### config.mk
export PLATFORM = sky130hd
export DESIGN_NAME = hazard_stall_ctrl
export DESIGN_NICKNAME = d
export VERILOG_FILES = /design/src/rtl/hazard_stall_ctrl.sv
export SDC_FILE = /design/constraint.sdc
export NUM_CORES = 1
export LEC_CHECK = 0
export CAP_MARGIN = 20
export CORE_UTILIZATION = 35
export CTS_CLUSTER_DIAMETER = 100
export DETAILED_ROUTE_END_ITERATION = 7
export PLACE_DENSITY = 0.72
export SETUP_SLACK_MARGIN = 0.4
export SYNTH_ARGS = -nofsm -noshare
export SYNTH_HDL_FRONTEND = slang
export SYNTH_SLANG_ARGS = --single-unit
### constraint.sdc
create_clock -name clk -period 5.85 [get_ports clk]
set_clock_uncertainty 0.15 [all_clocks]
set_input_delay 0.8775 -clock clk [delete_from_list [all_inputs] [get_ports clk]]
set_output_delay 0.8775 -clock clk [all_outputs]
set_load 0.01 [all_outputs]
### src/rtl/hazard_stall_ctrl.sv
`default_nettype none
// ============================================================================
// Module      : hazard_stall_ctrl
// Description : Pipeline hazard controller sitting after the ID/EX register.
//               Detects load-use, taken-branch and data-memory wait hazards
//               and drives the stall / flush / bubble / hold enables of the
//               PC, IF/ID, ID/EX and EX/MEM registers. Also tracks a memory
//               wait timeout and saturating stall / flush event counters.
// Revision    : 1.0 - initial release
// ============================================================================
module hazard_stall_ctrl #(
    parameter int CNT_W    = 16,
    parameter int MAX_WAIT = 64
) (
    input  logic             clk,
    input  logic             rst_n,
    input  logic [4:0]       id_rs,
    input  logic [4:0]       id_rt,
    input  logic             id_uses_rt,
    input  logic             ex_memread,
    input  logic [4:0]       ex_rt,
    input  logic             ex_branch_taken,
    input  logic             mem_req,
    input  logic             dmem_ready,
    output logic             pc_write,
    output logic             ifid_write,
    output logic             ifid_flush,
    output logic             idex_bubble,
    output logic             idex_hold,
    output logic             exmem_hold,
    output logic             mem_timeout,
    output logic [CNT_W-1:0] stall_cnt,
    output logic [CNT_W-1:0] flush_cnt
);

    // Wait counter only needs to reach MAX_WAIT-1; it saturates there.
    localparam int WAIT_W = (MAX_WAIT > 1) ? $clog2(MAX_WAIT) : 1;
    localparam logic [WAIT_W-1:0] C_WAIT_LAST = WAIT_W'(MAX_WAIT - 1);
    localparam logic [CNT_W-1:0]  C_CNT_MAX   = {CNT_W{1'b1}};

    typedef enum logic [0:0] {
        ST_RUN      = 1'b0,
        ST_MEM_WAIT = 1'b1
    } state_t;

    state_t            state_q, state_d;
    logic [WAIT_W-1:0] wait_cnt_q, wait_cnt_d;
    logic              mem_timeout_q, mem_timeout_d;
    logic [CNT_W-1:0]  stall_cnt_q, stall_cnt_d;
    logic [CNT_W-1:0]  flush_cnt_q, flush_cnt_d;

    logic w_freeze;
    logic w_lu;

    // Hazard detection: memory not ready freezes the back end; a load whose
    // destination is a live, non-zero source of the ID instruction stalls.
    always_comb begin
        w_freeze = mem_req & ~dmem_ready;
        w_lu     = ex_memread & (ex_rt != 5'd0) &
                   ((ex_rt == id_rs) | (id_uses_rt & (ex_rt == id_rt)));
    end

    // Pipeline enables, priority freeze > branch > load-use > normal;
    // everything forced low while reset is held.
    always_comb begin
        pc_write    = 1'b0;
        ifid_write  = 1'b0;
        ifid_flush  = 1'b0;
        idex_bubble = 1'b0;
        idex_hold   = 1'b0;
        exmem_hold  = 1'b0;
        if (rst_n) begin
            if (w_freeze) begin
                // Whole pipe stands still; branch/load-use reappear next cycle.
                idex_hold  = 1'b1;
                exmem_hold = 1'b1;
            end else if (ex_branch_taken) begin
                // Squash the wrong-path IF/ID and ID/EX contents.
                pc_write    = 1'b1;
                ifid_write  = 1'b1;
                ifid_flush  = 1'b1;
                idex_bubble = 1'b1;
            end else if (w_lu) begin
                // Hold PC and IF/ID one cycle, insert a bubble behind the load.
                idex_bubble = 1'b1;
            end else begin
                pc_write   = 1'b1;
                ifid_write = 1'b1;
            end
        end
    end

    // Next-state: wait FSM, timeout flag and saturating event counters.
    always_comb begin
        state_d       = state_q;
        wait_cnt_d    = wait_cnt_q;
        mem_timeout_d = mem_timeout_q;
        stall_cnt_d   = stall_cnt_q;
        flush_cnt_d   = flush_cnt_q;

        case (state_q)
            ST_RUN: begin
                wait_cnt_d = '0;
                if (w_freeze) begin
                    state_d = ST_MEM_WAIT;
                end
            end
            ST_MEM_WAIT: begin
                if (w_freeze) begin
                    if (wait_cnt_q == C_WAIT_LAST) begin
                        mem_timeout_d = 1'b1;
                    end else begin
                        wait_cnt_d = wait_cnt_q + WAIT_W'(1);
                    end
                end else begin
                    state_d    = ST_RUN;
                    wait_cnt_d = '0;
                end
            end
            default: begin
                state_d    = ST_RUN;
                wait_cnt_d = '0;
            end
        endcase

        if (!pc_write && (stall_cnt_q != C_CNT_MAX)) begin
            stall_cnt_d = stall_cnt_q + CNT_W'(1);
        end
        if (ifid_flush && (flush_cnt_q != C_CNT_MAX)) begin
            flush_cnt_d = flush_cnt_q + CNT_W'(1);
        end
    end

    // State and counter registers.
    always_ff @(posedge clk or negedge rst_n) begin
        if (!rst_n) begin
            state_q       <= ST_RUN;
            wait_cnt_q    <= '0;
            mem_timeout_q <= 1'b0;
            stall_cnt_q   <= '0;
            flush_cnt_q   <= '0;
        end else begin
            state_q       <= state_d;
            wait_cnt_q    <= wait_cnt_d;
            mem_timeout_q <= mem_timeout_d;
            stall_cnt_q   <= stall_cnt_d;
            flush_cnt_q   <= flush_cnt_d;
        end
    end

    assign mem_timeout = mem_timeout_q;
    assign stall_cnt   = stall_cnt_q;
    assign flush_cnt   = flush_cnt_q;

endmodule
`default_nettype wire

==> impl_metrics.json <==
{
  "status": "finished, final reports clean",
  "final_cells": 334,
  "grt_use_total": 0.158,
  "cts_tree": "done",
  "syn_area_per_cell_um2": 10.5,
  "clock-root-buffer": "clkbuf_8",
  "initial_core_util": 0.369,
  "cts_buffers": 5,
  "drt-initial-drc-count": 56,
  "synthArstFlopShare": 1.00,
  "cts_buffer_depth": 2,
  "fin_crit_ns": 3.88,
  "max_freq_mhz": 258,
  "regArea_um2": 1000,
  "layout_common_cells": "clkdlybuf4s50_1, dfrtp_1, xor2_1, nand3_1, xnor2_1",
  "setup_tns_ns": 0,
  "via_per_inst": 4.93,
  "cp-start-kind": "input port",
  "ios": 61,
  "finalSetupViolCount": 0,
  "cts_hold_buffers": 0,
  "worstMarginPinSlew_ns": 0.526,
  "final_common_cell": "clkdlybuf4s50_1",
  "critPathKind": "in2out",
  "seq_area_frac_synth": 0.483,
  "required_ns": 4.82,
  "fill_cells": 534,
  "grt_pass1_vias": 1657,
  "grt_max_degree": 43,
  "end_kind": "output port",
  "io_buffers": 60,
  "dp_hpwl_um": 3270,
  "die-area_um2": 6230,
  "grt_pass1_wl_um": 7770,
  "drc": 0,
  "synth-seq-cells": 40,
  "min_path_type": "reg2reg",
  "finalMaxSlewViolations": 0,
  "yosys_warnings": 0,
  "ys.flop_type": "dfrtp_1",
  "cp_max_fo": 3,
  "synth_cell_types": 41,
  "pre_cts_slack_ns": 1.96,
  "layout.nets": 286,
  "slew_headroom": 0.649,
  "stdcell_area_um2": 2850,
  "synth_area_um2": 2070,
  "powerDensity_nw_per_um2": 347,
  "period_share": 0.663,
  "num_rows": 27,
  "cts_resized": 0,
  "gp_congestion": 0.747,
  "insertion_delay_ns": 0.30,
  "firstDrtPassIters": 4,
  "grt_overflow": 0,
  "diodes": 0,
  "dieWidth_um": 78.9,
  "synth_edf_count": 0,
  "ant_nets": 0,
  "setup_slack_ns": 1.97,
  "multi_input_area_um2": 1010,
  "hold_viol": 0,
  "antenna_found_initial": 0,
  "htreeDepth": 2,
  "post-cts-setup-buffers": 0,
  "syn2layout_area_growth_pct": 37.7,
  "vdd_drop_max_uv": 250,
  "die_height_um": 78.9,
  "drive_gt1_frac": 0.0840,
  "placed_area_um2": 2730,
  "cts.sinks": 40,
  "cts.reportedPaths.clkPinSlew_ns": 0.07,
  "fp.coreArea_um2": 5610,
  "routedWlPerCell_um": 13.4,
  "synth_fp_nets": 222,
  "arrival_ns": 2.85,
  "wirelength_um": 4460,
  "synth_cells": 197,
  "maxCapViolCount": 0,
  "dpl.cell_count": 326,
  "vias": 1645,
  "p_leak_nw": 1.17,
  "rsz0062_at_grt": "no"
}
==> synthesized netlist by cell type, drive strengths merged (3+ instances only) <==
| library cell | n | area share |
|---|---|---|
| xor2 | 21 | 0.089 |
| xnor2 | 18 | 0.076 |
| nand3 | 20 | 0.048 |
| nor2 | 19 | 0.037 |
| dfrtp | 40 | 0.48 |
| nand4 | 9 | 0.030 |
| buf | 3 | 0.017 |
| nand2 | 14 | 0.025 |
| nor3 | 9 | 0.030 |
| nor4 | 4 | 0.015 |
| and3 | 5 | 0.015 |
| o21ai | 3 | 0.0091 |
| ha | 3 | 0.018 |
| inv | 5 | 0.0091 |
==> stage by stage <==
step | power (W) | hold WS [ns] | util
after floorplan | 0.000564 | 0.355 | -
after global placement | 0.000740 | 0.316 | 0.486
after detailed placement | 0.000749 | 0.321 | 0.486
after CTS | 0.00100 | 0.337 | 0.508
after global routing | 0.00106 | 0.382 | 0.508
final | 0.000991 | 0.329 | 0.508
==> sequential cells by signal (all words and copies together), names as in the netlist <==
register     flops
stall_cnt       16
wait_cnt_q       6
flush_cnt       16
state_q          1
mem_timeout      1
==> logic make-up after synthesis <==
kind of cell | Yosys count | share of synthesized area
simple gates | 91 | 0.242
flops | 40 | 0.483
xor+xnor | 39 | 0.165
compound gates | 12 | 0.0465
buf+inv | 9 | 0.0278
mux | 3 | 0.0175
fa+ha+maj | 3 | 0.0181
==> layout make-up <==
cell class,count,area share
Timing Repair Buffer,61,0.211
Clock buffer,7,0.0338
Multi-Input combinational cell,148,0.355
Tap cell,72,0.0316
Clock inverter,1,0.0105
Sequential cell,40,0.351
Inverter,5,0.00658
==> report_power, final <==
| group | total (W) | internal [W] | switching [W] | leakage (nW) |
|---|---|---|---|---|
| logic | 0.000313 | 0.000183 | 0.000130 | 0.601 |
| clock network | 0.000249 | 0.000151 | 0.0000983 | 0.0645 |
| registers | 0.000429 | 0.000339 | 0.0000900 | 0.504 |
==> final timing paths <==
kind	from	to	slack, ns	cells after the start
worst min-delay path	mem_timeout	mem_timeout	0.33	1
worst max-delay path	ex_rt[4]	ifid_write	1.97	6
max in group asynchronous	rst_n	stall_cnt[6]	4.69	2
worst max register to register	stall_cnt[0]	stall_cnt[1]	3.54	6
worst min register to register	mem_timeout	mem_timeout	0.33	1
min in group asynchronous	rst_n	flush_cnt[7]	0.49	2
==> layer usage <==
| layer | global-route usage | share of wire |
|---|---|---|
| met1 | 0.208 | 0.46 |
| met2 | 0.257 | 0.47 |
| met3 | 0.0540 | 0.059 |
| met4 | 0.0273 | 0.011 |
| met5 | 0 | 0 |
==> worst max-delay path, cell delays in order <==
cell	delay (ns)
clkdlybuf4s50_1	0.47
xor2_1	0.19
nor4_1	0.27
a32oi_1	0.20
o31a_1	0.35
clkdlybuf4s50_1	0.49
(Power assumes the default switching activity.)
